==> config.mk <==
export PLATFORM = sky130hd
export DESIGN_NAME = datapath_stack
export DESIGN_NICKNAME = d
export VERILOG_FILES = /design/src/rtl/datapath_stack_pkg.sv /design/src/rtl/datapath_link_stack.sv /design/src/rtl/datapath_stack.sv
export SDC_FILE = /design/constraint.sdc
export NUM_CORES = 1
export LEC_CHECK = 0
export CAP_MARGIN = 20
export CELL_PAD_IN_SITES_DETAIL_PLACEMENT = 1
export CELL_PAD_IN_SITES_GLOBAL_PLACEMENT = 1
export CORE_MARGIN = 3
export CORE_UTILIZATION = 50
export CTS_BUF_LIST = sky130_fd_sc_hd__clkbuf_16
export DETAILED_ROUTE_END_ITERATION = 12
export DONT_BUFFER_PORTS = 1
export PLACE_DENSITY = 0.77
export SYNTH_ARGS = -nofsm -noshare
export SYNTH_HDL_FRONTEND = slang
export SYNTH_SLANG_ARGS = --single-unit
==> constraint.sdc <==
create_clock -name clk -period 5.7 [get_ports clk]
set_clock_uncertainty 0.2 [all_clocks]
set_input_delay 1.14 -clock clk [delete_from_list [all_inputs] [get_ports clk]]
set_output_delay 1.14 -clock clk [all_outputs]
set_load 0.02 [all_outputs]
==> src/rtl/datapath_stack_pkg.sv <==
// Shared encodings for the datapath_stack slice: register-file write-source
// selects, ALU operation codes and the default pc increment.
package datapath_stack_pkg;

  localparam int unsigned RF_SRC_W = 3;
  localparam int unsigned ALU_OP_W = 3;

  // Register-file write source (rfSrc)
  localparam logic [RF_SRC_W-1:0] RF_SRC_ZERO = 3'd0;
  localparam logic [RF_SRC_W-1:0] RF_SRC_RB   = 3'd1;
  localparam logic [RF_SRC_W-1:0] RF_SRC_ALU  = 3'd2;
  localparam logic [RF_SRC_W-1:0] RF_SRC_MEM  = 3'd3;
  localparam logic [RF_SRC_W-1:0] RF_SRC_IN   = 3'd4;
  localparam logic [RF_SRC_W-1:0] RF_SRC_IMM  = 3'd5;
  localparam logic [RF_SRC_W-1:0] RF_SRC_LINK = 3'd6;

  // ALU operation (aluOp)
  localparam logic [ALU_OP_W-1:0] ALU_ADD = 3'd0;
  localparam logic [ALU_OP_W-1:0] ALU_SUB = 3'd1;
  localparam logic [ALU_OP_W-1:0] ALU_AND = 3'd2;
  localparam logic [ALU_OP_W-1:0] ALU_OR  = 3'd3;
  localparam logic [ALU_OP_W-1:0] ALU_XOR = 3'd4;
  localparam logic [ALU_OP_W-1:0] ALU_NOT = 3'd5;
  localparam logic [ALU_OP_W-1:0] ALU_SHL = 3'd6;
  localparam logic [ALU_OP_W-1:0] ALU_SHR = 3'd7;

  localparam int unsigned PC_STEP_DEFAULT = 2;

endpackage

==> src/rtl/datapath_link_stack.sv <==
// Circular return-address stack for call/return.
// Ports: clk/rst (sync, active-low); push/pop requests (already qualified by
// commit); pushData in; top out (0 when empty); empty/full status;
// overflow/underflow sticky flags cleared only by reset.
module datapath_link_stack
  import datapath_stack_pkg::*;
#(
  parameter int unsigned DATA_W   = 8,
  parameter int unsigned LS_DEPTH = 4
) (
  input  logic              clk,
  input  logic              rst,
  input  logic              push,
  input  logic              pop,
  input  logic [DATA_W-1:0] pushData,
  output logic [DATA_W-1:0] top,
  output logic              empty,
  output logic              full,
  output logic              overflow,
  output logic              underflow
);

  localparam int unsigned PTR_W = (LS_DEPTH > 1) ? $clog2(LS_DEPTH) : 1;
  localparam int unsigned CNT_W = $clog2(LS_DEPTH + 1);
  localparam logic [PTR_W-1:0] LAST = PTR_W'(LS_DEPTH - 1);

  logic [DATA_W-1:0] mem_q [LS_DEPTH];
  logic [PTR_W-1:0]  ptr_q, ptr_d, ptr_inc, ptr_dec, wr_idx;
  logic [CNT_W-1:0]  cnt_q, cnt_d;
  logic              ovf_q, ovf_d, unf_q, unf_d, wr_en;

  assign empty     = (cnt_q == '0);
  assign full      = (cnt_q == CNT_W'(LS_DEPTH));
  assign top       = empty ? '0 : mem_q[ptr_q];
  assign overflow  = ovf_q;
  assign underflow = unf_q;

  // ptr_q always indexes the top entry; pointers wrap at LS_DEPTH
  assign ptr_inc = (ptr_q == LAST) ? '0 : ptr_q + PTR_W'(1);
  assign ptr_dec = (ptr_q == '0) ? LAST : ptr_q - PTR_W'(1);

  // Pointer/count/flag update for the four push/pop combinations
  always_comb begin
    ptr_d  = ptr_q;
    cnt_d  = cnt_q;
    ovf_d  = ovf_q;
    unf_d  = unf_q;
    wr_en  = 1'b0;
    wr_idx = ptr_q;
    if (push && pop) begin
      wr_en = 1'b1;
      if (empty) begin
        // nothing to pop: flag it, the push still lands
        unf_d  = 1'b1;
        ptr_d  = ptr_inc;
        wr_idx = ptr_inc;
        cnt_d  = CNT_W'(1);
      end
      // non-empty: top replaced in place, depth unchanged
    end else if (push) begin
      wr_en  = 1'b1;
      ptr_d  = ptr_inc;
      wr_idx = ptr_inc;
      // when full, ptr_inc lands on the oldest entry and overwrites it
      if (full) ovf_d = 1'b1;
      else      cnt_d = cnt_q + CNT_W'(1);
    end else if (pop) begin
      if (empty) begin
        unf_d = 1'b1;
      end else begin
        ptr_d = ptr_dec;
        cnt_d = cnt_q - CNT_W'(1);
      end
    end
  end

  // Control state
  always_ff @(posedge clk) begin
    if (!rst) begin
      ptr_q <= '0;
      cnt_q <= '0;
      ovf_q <= 1'b0;
      unf_q <= 1'b0;
    end else begin
      ptr_q <= ptr_d;
      cnt_q <= cnt_d;
      ovf_q <= ovf_d;
      unf_q <= unf_d;
    end
  end

  // Entry storage; contents are don't-care while empty so no reset needed
  always_ff @(posedge clk) begin
    if (rst && wr_en) mem_q[wr_idx] <= pushData;
  end

endmodule

==> src/rtl/datapath_stack.sv <==
// Single-cycle datapath with register file, ALU, Z/N flags, output port,
// link stack for call/return and a ready-handshaked data-memory port.
// Ports: control inputs from the decoder (rfSrc, aluOp, branch, branchIf,
// call, ret, rfWrite, outWrite, zWrite, nWrite, memRead, memWrite); instr
// and pc to instruction memory; fromDataMemory/memReady and
// toDataMemoryAddress/toDataMemory/memReq/memWe to data memory;
// fromInputPort/toOutputPort I/O; stall and sticky lsOverflow/lsUnderflow.
module datapath_stack
  import datapath_stack_pkg::*;
#(
  parameter int unsigned DATA_W   = 8,
  parameter int unsigned REG_AW   = 2,
  parameter int unsigned LS_DEPTH = 4,
  parameter int unsigned PC_STEP  = PC_STEP_DEFAULT
) (
  input  logic                clk,
  input  logic                rst,
  input  logic [RF_SRC_W-1:0] rfSrc,
  input  logic [ALU_OP_W-1:0] aluOp,
  input  logic                branch,
  input  logic                branchIf,
  input  logic                call,
  input  logic                ret,
  input  logic                rfWrite,
  input  logic                outWrite,
  input  logic                zWrite,
  input  logic                nWrite,
  input  logic                memRead,
  input  logic                memWrite,
  input  logic [DATA_W+7:0]   instr,
  input  logic [DATA_W-1:0]   fromInputPort,
  input  logic [DATA_W-1:0]   fromDataMemory,
  input  logic                memReady,
  output logic [DATA_W-1:0]   pc,
  output logic [DATA_W-1:0]   toOutputPort,
  output logic [DATA_W-1:0]   toDataMemoryAddress,
  output logic [DATA_W-1:0]   toDataMemory,
  output logic                memReq,
  output logic                memWe,
  output logic                stall,
  output logic                lsOverflow,
  output logic                lsUnderflow
);

  localparam int unsigned NREG = 2 ** REG_AW;

  logic [DATA_W-1:0] rf_q [NREG];
  logic [DATA_W-1:0] pc_q, pc_d, pc_inc, out_q;
  logic              z_q, n_q;

  logic [DATA_W-1:0] imm, ra_data, rb_data, alu_res, wr_data;
  logic [REG_AW-1:0] ra_idx, rb_idx;
  logic              brx, alu_z, alu_n, taken, commit;
  logic [DATA_W-1:0] ls_top;
  logic              ls_empty, ls_full_unused, instr_unused;

  // Instruction fields
  assign imm          = instr[DATA_W+7:8];
  assign brx          = instr[7];
  assign ra_idx       = instr[2*REG_AW-1:REG_AW];
  assign rb_idx       = instr[REG_AW-1:0];
  assign instr_unused = ^instr[6:2*REG_AW];

  assign ra_data = rf_q[ra_idx];
  assign rb_data = rf_q[rb_idx];

  // Memory handshake: the instruction is held until memReady
  assign memReq = rst & (memRead | memWrite);
  assign memWe  = memReq & memWrite;
  assign stall  = memReq & ~memReady;
  assign commit = ~stall;

  assign toDataMemoryAddress = imm;
  assign toDataMemory        = ra_data;
  assign pc                  = pc_q;
  assign toOutputPort        = out_q;

  // ALU
  always_comb begin
    alu_res = '0;
    case (aluOp)
      ALU_ADD: alu_res = ra_data + rb_data;
      ALU_SUB: alu_res = ra_data - rb_data;
      ALU_AND: alu_res = ra_data & rb_data;
      ALU_OR:  alu_res = ra_data | rb_data;
      ALU_XOR: alu_res = ra_data ^ rb_data;
      ALU_NOT: alu_res = ~ra_data;
      ALU_SHL: alu_res = ra_data << 1;
      ALU_SHR: alu_res = ra_data >> 1;
      default: alu_res = '0;
    endcase
  end
  assign alu_z = (alu_res == '0);
  assign alu_n = alu_res[DATA_W-1];

  // Register write source
  always_comb begin
    wr_data = '0;
    case (rfSrc)
      RF_SRC_ZERO: wr_data = '0;
      RF_SRC_RB:   wr_data = rb_data;
      RF_SRC_ALU:  wr_data = alu_res;
      RF_SRC_MEM:  wr_data = fromDataMemory;
      RF_SRC_IN:   wr_data = fromInputPort;
      RF_SRC_IMM:  wr_data = imm;
      RF_SRC_LINK: wr_data = ls_top;
      default:     wr_data = '0;
    endcase
  end

  // Branch decision uses flags from before this instruction
  assign taken  = branch & (~branchIf | (brx ? n_q : z_q));
  assign pc_inc = pc_q + DATA_W'(PC_STEP);

  // Next pc: ret beats call/branch; empty-stack ret falls through
  always_comb begin
    pc_d = pc_inc;
    if (ret) begin
      pc_d = ls_empty ? pc_inc : ls_top;
    end else if (call || taken) begin
      pc_d = imm;
    end
  end

  datapath_link_stack #(
    .DATA_W  (DATA_W),
    .LS_DEPTH(LS_DEPTH)
  ) u_link_stack (
    .clk      (clk),
    .rst      (rst),
    .push     (commit & call),
    .pop      (commit & ret),
    .pushData (pc_inc),
    .top      (ls_top),
    .empty    (ls_empty),
    .full     (ls_full_unused),
    .overflow (lsOverflow),
    .underflow(lsUnderflow)
  );

  // Architectural state; reset wins over a pending stall
  always_ff @(posedge clk) begin
    if (!rst) begin
      pc_q  <= '0;
      z_q   <= 1'b0;
      n_q   <= 1'b0;
      out_q <= '0;
      for (int unsigned i = 0; i < NREG; i++) rf_q[i] <= '0;
    end else if (commit) begin
      pc_q <= pc_d;
      if (zWrite)   z_q   <= alu_z;
      if (nWrite)   n_q   <= alu_n;
      if (outWrite) out_q <= ra_data;
      if (rfWrite)  rf_q[ra_idx] <= wr_data;
    end
  end

endmodule

Word level (Yosys, flattened, before mapping)
Memories as Yosys holds them, arrays and structs flattened. A register that Yosys moved wholly into a read port is not among the register bits.
Index checks and enable logic that the tools add are counted.
Widths: inputs -> output; s select.
{"block": "totals", "regBits": 25, "latch_bits": 0, "ramBits": 64, "romBits": 0, "in_bits": 51, "output_inout_bits": 37, "mem_count": 2}
{"block": "classes", "add_sub_neg": 7, "multipliers": 0, "div": 0, "order_cmp": 0, "n_eq_ne": 19, "n_shift": 0, "n_mux": 40, "bitwise_logic": 16, "reduce_logical": 17}
{"name": "rf_q", "depth": 4, "word_bits": 8, "read_ports": 2, "rd_ports_with_merged_regs": 0, "write_ports": 4, "line": "datapath_stack.sv:47", "rtl": "logic [DATA_W-1:0] rf_q [NREG];"}
{"name": "u_link_stack.mem_q", "depth": 4, "word_bits": 8, "read_ports": 1, "rd_ports_with_merged_regs": 1, "write_ports": 1, "line": "datapath_link_stack.sv:27", "rtl": "logic [DATA_W-1:0] mem_q [LS_DEPTH];"}
{"op": "$pmux 8 s8", "n": 1}
{"op": "$pmux 8 s6", "n": 1}
{"op": "$mux 8", "n": 5}
{"op": "$eq 3x3->1 const B", "n": 8}
{"op": "$mux 2", "n": 12}
{"op": "$mux 3", "n": 6}
{"op": "$mux 1", "n": 15}
{"op": "$eq 3x2->1 const B", "n": 4}
{"op": "$reduce_and 2->1", "n": 5}
{"op": "$add 8x2->8 const B", "n": 1}
{"op": "$add 8x8->8", "n": 1}
{"op": "$and 8x8->8", "n": 1}
{"op": "$logic_not 8->1", "n": 1}
{"op": "$not 8->8", "n": 1}
{"op": "$or 8x8->8", "n": 1}
{"op": "$reduce_or 8->1", "n": 1}
{"op": "$sub 8x8->8", "n": 1}
{"op": "$xor 8x8->8", "n": 1}
{"op": "$and 1x1->1", "n": 6}
{"op": "$eq 3x1->1 const B", "n": 2}
{"op": "$logic_not 3->1", "n": 2}
{"op": "$ne 2x2->1 const B", "n": 2}
{"op": "$not 1->1", "n": 4}
{"op": "$reduce_and 4->1", "n": 1}
{"op": "14 further kinds", "n": 16}

Longest topological paths before layout
Gate-level depths: netlist (run 1).
{"block": "depth", "ltp_word": 10, "mapped_depth": 15, "ltp_nobuf": 14}

By module
A second synthesis (run 1) with hierarchy kept.
{"block": "unflattened", "cells_unflattened": 631, "area_unflattened_um2": 6336.1}
{"mod": "datapath_stack", "instances": 1, "cells_each": 506, "area_per_inst_um2": 4505.6}
{"mod": "datapath_link_stack", "instances": 1, "cells_each": 125, "area_per_inst_um2": 1830.5}

Worst setup path before layout (run 1)
Ideal clock, no wire load.
{"block": "synth_timing", "path_kind": "input -> register", "startpoint": "input port instr[0]", "endpoint": "memory rf_q[2][5], data pin", "setup_time_ns": 0.271, "arrival_ns": 4.149, "path_slack_ns": 1.081, "cell_stages": 15, "path_cell_list": "buf_6 mux4_1 inv_1 ha_1 nand2_1 o21ai_0 inv_1 ha_1 nor2b_1 o2111a_1 or4_1 a21boi_0 nor3_1 o21ai_0 nor3b_1"}
{"item": "from (decl)", "line": "datapath_stack.sv:30", "rtl": "input logic [DATA_W+7:0] instr,"}
{"item": "to (decl)", "line": "datapath_stack.sv:47"}

==> flow_summary.json, run 1 <==
{
  "status": "completed",
  "crit_arrival_ns": 4.58,
  "setup_viol": 0,
  "clock_sinks": 91,
  "final_common_cell": "edfxtp_1",
  "synth-main-ff-cell": "edfxtp_1",
  "cts_setup_buffers": 0,
  "criticalPathCategory": "in2reg",
  "crit_slowest_cell": "mux4_1",
  "drv_slew": 0,
  "ant_nets": 0,
  "final_cell_mix": "edfxtp_1, nand2_1, nor2_1",
  "fp.coreArea_sq_um": 11100,
  "fin_crit_ns": 4.69,
  "area.growth.synth_to_final_pct": 4.95,
  "finalNonFillerCells": 702,
  "syn_avg_cell_area_sq_um": 10.0,
  "cp_max_fo": 8,
  "dieWidth_um": 114,
  "htree_levels": 3,
  "grt-ovfl-total": 0,
  "place_congestion": 0.823,
  "fin_total_pwr_mw": 1.91,
  "async_reset_ff_share_pct": 0,
  "grt_max_degree": 34,
  "max_stage_delay_ns": 0.65,
  "yosys.cell_types.count": 66,
  "ir_drop_mv": 0.344,
  "drive_gt1_share_pct": 8.90,
  "cp_num_buf_inv": 2,
  "antennaDiodeCount": 0,
  "yosysWarnings": 0,
  "synth_fp_nets": 665,
  "r2r-end": "rf_q[2][5]",
  "clkTransAtPathRegs_ns": 0.07,
  "r2r_cells": 14,
  "clock_latency_ns": 0.35,
  "cp_data_required_time_ns": 5.59,
  "syn-instance-count": 585,
  "viasPerCell": 6.52,
  "drc": 0,
  "relSlewSlack_pct": 42.3,
  "routedWlPerCell_um": 23.9,
  "reg2reg_setup_slack_ns": 1.41,
  "yosysSeqAreaShare_pct": 42.0,
  "grt_usage_pct": 26.8,
  "crit_path_start_kind": "input port",
  "num_vias": 4578,
  "io_pins": 88,
  "dp_cells": 686,
  "fin_util_pct": 55.3,
  "drtIter0Drc": 400,
  "cts_made_buffers": 9,
  "dpl.hpwl_um": 12600,
  "holdPathEnd": "n_q",
  "synth-edff-count": 64,
  "min_path_cells": 2,
  "max_freq_ghz": 0.213,
  "io_buffers": 0,
  "rsz0062_at_grt": "no",
  "endpoint_kind": "flip-flop",
  "crit_chain": "mux4_1, inv_1, ha_1, nand2_1, o21ai_0, inv_1, ha_1, nor2b_1, o2111a_1, or4_1, a21boi_0, nor3_1, o21ai_0, nor3b_1",
  "syn-cell-area_sq_um": 5860,
  "ctsResizeCount": 0,
  "cts_root_buffer": "clkbuf_16",
  "nets": 637,
  "cts_tree": "yes",
  "grt_pass1_wl_um": 26300,
  "finalHoldViolCount": 0,
  "p_leak_nw": 2.35,
  "worst_pin_slew_ns": 0.862,
  "drt_first_pass_iters": 5,
  "min_from": "n_q",
  "routed_wirelength_um": 16800,
  "start_util_pct": 52.7,
  "fin_crit_sh_pct": 82.3,
  "ctsHoldBuffers": 0,
  "die_y_um": 114,
  "ys_ff_latch": 91,
  "clockBufferDepth": 2,
  "min_path_type": "reg2reg",
  "antenna_found_initial": 0,
  "maxCapViolations": 0,
  "fin_tns_setup_ns": 0,
  "grt_pass1_vias": 4760,
  "power_density_nw_per_um2": 310,
  "rr_startpoint": "rf_q[1][0]",
  "num_rows": 38,
  "die_area_sq_um": 13100,
  "crit_family": "compound AO/OA/AOI/OAI gates"
}
==> layer usage <==
layer	global-route usage, %	share of wire [%]	vias up
met3	5.39	7.0	23
li1	-	-	2110
met1	35.9	43	2291
met5	0	0	-
met2	42.6	48	154
met4	11.2	2.4	0
==> cells by family (layout without fill, tap and decap cells) <==
group | count (synthesis) | in the layout | share of synthesized area [%]
adder cells (fa/ha/maj) | 29 | 29 | 6.45
buffers and inverters | 78 | 55 | 5.72
multiplexers | 49 | 49 | 13.7
XOR/XNOR | 11 | 11 | 1.64
AO/OA/AOI/OAI | 127 | 127 | 14.6
AND/OR/NAND/NOR | 200 | 200 | 15.9
flip-flops | 91 | 91 | 42.0
==> where the power goes <==
| group | leakage (nW) | switching [mW] | internal, mW |
|---|---|---|---|
| Clock | 0.151 | 0.274 | 0.330 |
| Combinational | 1.35 | 0.280 | 0.188 |
| Sequential | 0.850 | 0.0657 | 0.769 |
==> worst min-delay path: cells and delay by family (launching register included) <==
| family | cells | cell delay (ns) |
|---|---|---|
| AO/OA/AOI/OAI | 1 | 0.06 |
| flip-flops | 1 | 0.31 |
| AND/OR/NAND/NOR | 1 | 0.06 |
==> metrics by stage <==
| stage | setup WS (ns) | hold WS (ns) | instance area [sq um] |
|---|---|---|---|
| final | 1.01 | 0.274 | 6150 |
| after global routing | 0.729 | 0.318 | 6150 |
| after CTS | 1.04 | 0.282 | 6150 |
| after detailed placement | 0.661 | 0.255 | 5850 |
| after global placement | 0.783 | 0.247 | 5850 |
| after floorplan | 1.08 | 0.236 | 5860 |
==> cell type report <==
type	count	area (sq um)
Inverter	38	143
Timing Repair Buffer	1	7.51
Clock buffer	10	250
Tap cell	140	175
Sequential cell	91	2460
Multi-Input combinational cell	416	3060
Clock inverter	6	50.0
Fill cell	1246	4980
==> flip-flops by register name, indices dropped and copies added (netlist names), named ones only <==
| signal | flops |
|---|---|
| rf_q | 32 |
| u_link_stack.ptr_q | 2 |
| u_link_stack.cnt_q | 3 |
| u_link_stack.underflow | 1 |
| u_link_stack.mem_q | 32 |
| u_link_stack.overflow | 1 |
| toOutputPort | 8 |
| n_q | 1 |
| z_q | 1 |
| pc | 8 |
==> synthesized netlist by cell type, types with 9 or more instances <==
library cell	instances	area share (%)
a21oi_1	32	2.7
buf_4	9	1.2
clkbuf_1	22	1.4
dfxtp_1	27	9.2
edfxtp_1	64	33
ha_1	27	5.8
inv_1	38	2.4
mux2i_1	22	3.8
mux4_2	22	8.5
nand2_1	60	3.8
nand3_1	24	2.1
nor2_1	56	3.6
nor2b_1	9	0.96
nor3_1	16	1.4
o21ai_0	29	2.5
==> how the worst max path moves through the flow <==
stage	from	to	slack, ns	depth (start not counted)
floorplan	instr[0]	rf_q[2][5]	1.08	15
global placement	instr[0]	rf_q[2][5]	0.78	14
detailed placement	instr[0]	rf_q[2][5]	0.66	14
CTS	instr[0]	rf_q[2][5]	1.04	14
global route	instr[0]	rf_q[2][5]	0.73	14
finish	instr[0]	rf_q[2][5]	1.01	14
Power figures use the tool's default switching activity.
==> run 2: changes to the inputs <==
clock period = 4.39 ns   (was 5.7 ns; I/O delays follow)
==> flow_summary.json, run 2 (synthesis results as in run 1) <==
{
  "status": "completed",
  "routed_wirelength_um": 17700,
  "ctsResizeCount": 0,
  "die_y_um": 114,
  "grt_pass1_vias": 4877,
  "holdPathEnd": "z_q",
  "drv_slew": 0,
  "fin_crit_sh_pct": 93.8,
  "grt-ovfl-total": 0,
  "p_leak_nw": 2.43,
  "fillers": 1226,
  "num_rows": 38,
  "rr_startpoint": "rf_q[2][0]",
  "antenna_found_initial": 0,
  "grt_pass1_wl_um": 27500,
  "dp_cells": 705,
  "power_density_nw_per_um2": 393,
  "drt_first_pass_iters": 5,
  "htree_levels": 3,
  "ir_drop_mv": 0.338,
  "grt_usage_pct": 28.1,
  "finalHoldViolCount": 0,
  "crit_path_start_kind": "input port",
  "reg2reg_setup_slack_ns": 0.40,
  "grt_max_degree": 34,
  "die_area_sq_um": 13100,
  "largestRegisters": "rf_q (32), u_link_stack.mem_q (32)",
  "finalNonFillerCells": 721,
  "multiInputGateArea_sq_um": 3060,
  "final_cell_mix": "edfxtp_1, nand2_1, nor2_1",
  "crit_arrival_ns": 4.01,
  "clockBufferDepth": 2,
  "seq_area_sq_um": 2460,
  "maxCapViolations": 0,
  "max_freq_ghz": 0.243,
  "drc": 0,
  "viasPerCell": 6.47,
  "cts_root_buffer": "clkbuf_16",
  "io_pins": 88,
  "min_path_cells": 2,
  "drtIter0Drc": 301,
  "rsz0062_at_grt": "no",
  "clkTransAtPathRegs_ns": 0.07,
  "ctsHoldBuffers": 0,
  "place_congestion": 0.851,
  "clock_sinks": 91,
  "drive_gt1_share_pct": 11.9,
  "clock_latency_ns": 0.36,
  "r2r-end": "rf_q[0][7]",
  "io_buffers": 0,
  "worst_pin_slew_ns": 0.904,
  "fp.coreArea_sq_um": 11100,
  "cp_max_fo": 8,
  "cts_setup_buffers": 0,
  "final_common_cell": "edfxtp_1",
  "relSlewSlack_pct": 39.3,
  "fin_tns_setup_ns": 0,
  "routedWlPerCell_um": 24.5,
  "r2r_cells": 14,
  "cts_made_buffers": 9,
  "endpoint_kind": "flip-flop",
  "nets": 656,
  "min_from": "z_q",
  "dieWidth_um": 114,
  "cp_data_required_time_ns": 4.28,
  "num_vias": 4667,
  "criticalPathCategory": "in2reg",
  "worst_slack_ns": 0.272,
  "fin_crit_ns": 4.12,
  "start_util_pct": 52.7,
  "setup_viol": 0,
  "antennaDiodeCount": 0,
  "area.growth.synth_to_final_pct": 7.05,
  "ant_nets": 0,
  "cts_tree": "yes",
  "min_path_type": "reg2reg",
  "pre_cts_ws_ns": -0.0617,
  "dpl.hpwl_um": 13300
}
==> run 2: cell types whose count changed in the layout (fill, tap and decap cells not counted), sizes merged <==
cell,delta
clkbuf,-1
clkinvlp,+1
buf,+19
clkinv,+2
inv,-2
==> run 2: layout make-up <==
cell class                 instances  area share (%)
clock buffer                       9            3.59
clock inverter                     7           0.878
inverter                          38            2.27
multi-input combinational        416            48.8
sequential                        91            39.3
tap                              140            2.79
timing repair buffer              20            2.39
==> run 2: per-stage QoR <==
step	hold WS (ns)	util (%)	total power, mW	cell area [sq um]
after global placement	0.247	53.9	1.70	5990
after CTS	0.289	56.4	2.48	6270
final	0.286	56.4	2.47	6270
after floorplan	0.236	-	1.57	5860
after global routing	0.326	56.4	2.59	6270
after detailed placement	0.255	53.9	1.73	5990
==> run 2: critical path, cell delays in order <==
cell,delay (ns)
mux4_1,0.59
inv_1,0.14
ha_1,0.19
nand3_1,0.10
nand2_1,0.09
xnor2_1,0.12
ha_1,0.29
and2_1,0.17
a31o_2,0.23
or3_1,0.38
a22o_1,0.24
and3_1,0.21
o211ai_2,0.29
nor2_1,0.10
==> run 2: how the worst max path moves through the flow <==
stage               startpoint          to  slack [ns]
floorplan             instr[0]  rf_q[2][5]        0.03
global placement      instr[0]  rf_q[1][5]        0.03
detailed placement    instr[0]  rf_q[0][7]       -0.06
CTS                   instr[0]  rf_q[0][7]        0.31
global route          instr[0]  rf_q[1][5]        0.07
finish                instr[0]  rf_q[0][7]        0.27
==> run 2: metal layers <==
layer	global-route usage, %	vias up	share of wire, %
met2	45.9	171	48
met3	5.18	28	7.1
li1	-	2150	-
met5	0	-	0
met4	10.5	0	2.9
met1	37.5	2318	42
==> run 2: power breakdown <==
part | internal, mW | switching, mW | total [mW]
Combinational | 0.267 | 0.375 | 0.642
Clock | 0.388 | 0.352 | 0.740
Sequential | 0.998 | 0.0866 | 1.08
==> run 3: changes to the inputs <==
SYNTH_HIERARCHICAL = 1   (was unset)
==> flow_summary.json, run 3 <==
{
  "p_leak_nw": 2.58,
  "maxCapViolations": 0,
  "cp_data_required_time_ns": 4.30,
  "antenna_found_initial": 1,
  "routed_wirelength_um": 18700,
  "clock_sinks": 91,
  "relSlewSlack_pct": 54.9,
  "die_y_um": 119,
  "min_path_cells": 2,
  "die_area_sq_um": 14000,
  "holdPathEnd": "n_q",
  "clkPwrFrac_pct": 32.3,
  "synth_fp_nets": 710,
  "grt_usage_pct": 27.0,
  "grt_max_degree": 37,
  "worst_pin_slew_ns": 0.676,
  "ant_nets": 0,
  "power_density_nw_per_um2": 385,
  "drt_first_pass_iters": 4,
  "cts_made_buffers": 9,
  "ctsResizeCount": 0,
  "p_int_mw": 1.74,
  "multiInputGateArea_sq_um": 3500,
  "final_common_cell": "edfxtp_1",
  "r2r_cells": 13,
  "area.growth.synth_to_final_pct": 6.07,
  "criticalPathCategory": "in2reg",
  "fillers": 1384,
  "comb_power_share_pct": 26.3,
  "clock_latency_ns": 0.35,
  "drv_slew": 0,
  "yosysWarnings": 6,
  "drtIter0Drc": 332,
  "fp.coreArea_sq_um": 12200,
  "num_vias": 4981,
  "fin_crit_sh_pct": 90.0,
  "largestRegisters": "rf_q (32), u_link_stack/mem_q (32)",
  "io_pins": 88,
  "fin_area_sq_um": 6710,
  "syn-instance-count": 630,
  "switchingPower_mw": 0.841,
  "final_cell_mix": "edfxtp_1, nand2_1, nor2_1",
  "max_freq_ghz": 0.253,
  "fin_tns_setup_ns": 0,
  "finalHoldViolCount": 0,
  "cts_tree": "yes",
  "routedWlPerCell_um": 24.0,
  "rsz0062_at_grt": "no",
  "ctsHoldBuffers": 0,
  "start_util_pct": 51.8,
  "crit_path_start_kind": "input port",
  "num_rows": 40,
  "r2r-end": "rf_q[0][5]",
  "drive_gt1_share_pct": 12.6,
  "clockBufferDepth": 2,
  "min_path_type": "reg2reg",
  "place_congestion": 0.912,
  "dp_cells": 764,
  "dpl.hpwl_um": 13500,
  "drc": 0,
  "pwr-share-seq_pct": 41.5,
  "setup_viol": 0,
  "grt_pass1_vias": 5142,
  "io_buffers": 0,
  "cts_root_buffer": "clkbuf_16",
  "min_from": "n_q",
  "ir_drop_mv": 0.211,
  "seq_area_sq_um": 2460,
  "clkTransAtPathRegs_ns": 0.08,
  "endpoint_kind": "flip-flop",
  "rr_startpoint": "rf_q[2][1]",
  "antennaDiodeCount": 0,
  "place_area_sq_um": 6400,
  "cp_max_fo": 8,
  "viasPerCell": 6.39,
  "dieWidth_um": 119,
  "crit_arrival_ns": 3.86,
  "finalNonFillerCells": 780,
  "reg2reg_setup_slack_ns": 0.56,
  "syn-cell-area_sq_um": 6330,
  "grt_pass1_wl_um": 29600,
  "grt-ovfl-total": 0,
  "status": "completed",
  "swShare_pct": 32.6,
  "hold_slack_ns": 0.350,
  "htree_levels": 3,
  "fin_crit_ns": 3.95,
  "syn_avg_cell_area_sq_um": 10.0,
  "cts_setup_buffers": 0,
  "nets": 687
}
-- run 3: cell count changes in the layout (fill, tap and decap cells not counted), sizes merged, moves of 6 or more --
cell	previous run	this run
a211oi	1	7
and2	6	12
buf	20	13
inv	41	35
mux2	3	13
mux2i	22	33
nand2	60	53
nor2	56	50
o211ai	3	9
o221ai	8	2
-- run 3: critical path, cell delays in order --
cell      delay, ns
mux4_2         0.52
inv_1          0.12
ha_1           0.24
mux2_2         0.29
inv_1          0.07
ha_1           0.21
nor2b_1        0.14
o221ai_1       0.33
nor4b_1        0.28
o21ai_0        0.12
o21ai_1        0.17
o221ai_1       0.27
and3_1         0.24
-- run 3: per-layer routing --
metal | share of wire, % | GRT usage, % | vias to the layer above
li1 | - | - | 2279
met1 | 43 | 36.6 | 2493
met2 | 48 | 42.8 | 180
met3 | 7.3 | 7.18 | 27
met4 | 2.0 | 7.68 | 2
met5 | 0.053 | 0 | -
-- run 3: power by group through the flow --
stage	sequential [mW]	combinational, mW	clock (mW)
detailed placement	1.09	0.665	0
finish	1.07	0.678	0.833
floorplan	1.05	0.560	0
global placement	1.08	0.638	0
CTS	1.07	0.674	0.846
global route	1.08	0.744	0.889
-- run 3: final cells by class --
class,instances,area share (%)
repair buffers,13,1.45
clock buffers,9,3.35
multi-input cells,458,52.1
well taps,168,3.13
inverters,34,1.90
clock inverters,7,1.38
flip-flops and latches,91,36.7
-- run 3: how the worst max path moves through the flow --
stage / slack [ns] / cells past startpoint / end / startpoint
6_report: 0.44 / 13 / rf_q[0][5] / instr[0]
3_3_place_gp: 0.20 / 12 / z_q / instr[0]
3_5_place_dp: 0.09 / 13 / rf_q[0][5] / instr[0]
4_1_cts: 0.48 / 13 / rf_q[0][5] / instr[0]
5_1_grt: 0.30 / 13 / rf_q[0][5] / instr[0]
2_1_floorplan: 0.41 / 13 / z_q / aluOp[0]
-- run 3: stage by stage --
step | worst slack (ns) | power, mW | util, %
final | 0.441 | 2.58 | 55.0
after floorplan | 0.412 | 1.61 | -
after CTS | 0.475 | 2.59 | 55.0
after global routing | 0.304 | 2.71 | 55.0
after detailed placement | 0.0948 | 1.75 | 52.4
after global placement | 0.203 | 1.72 | 52.4
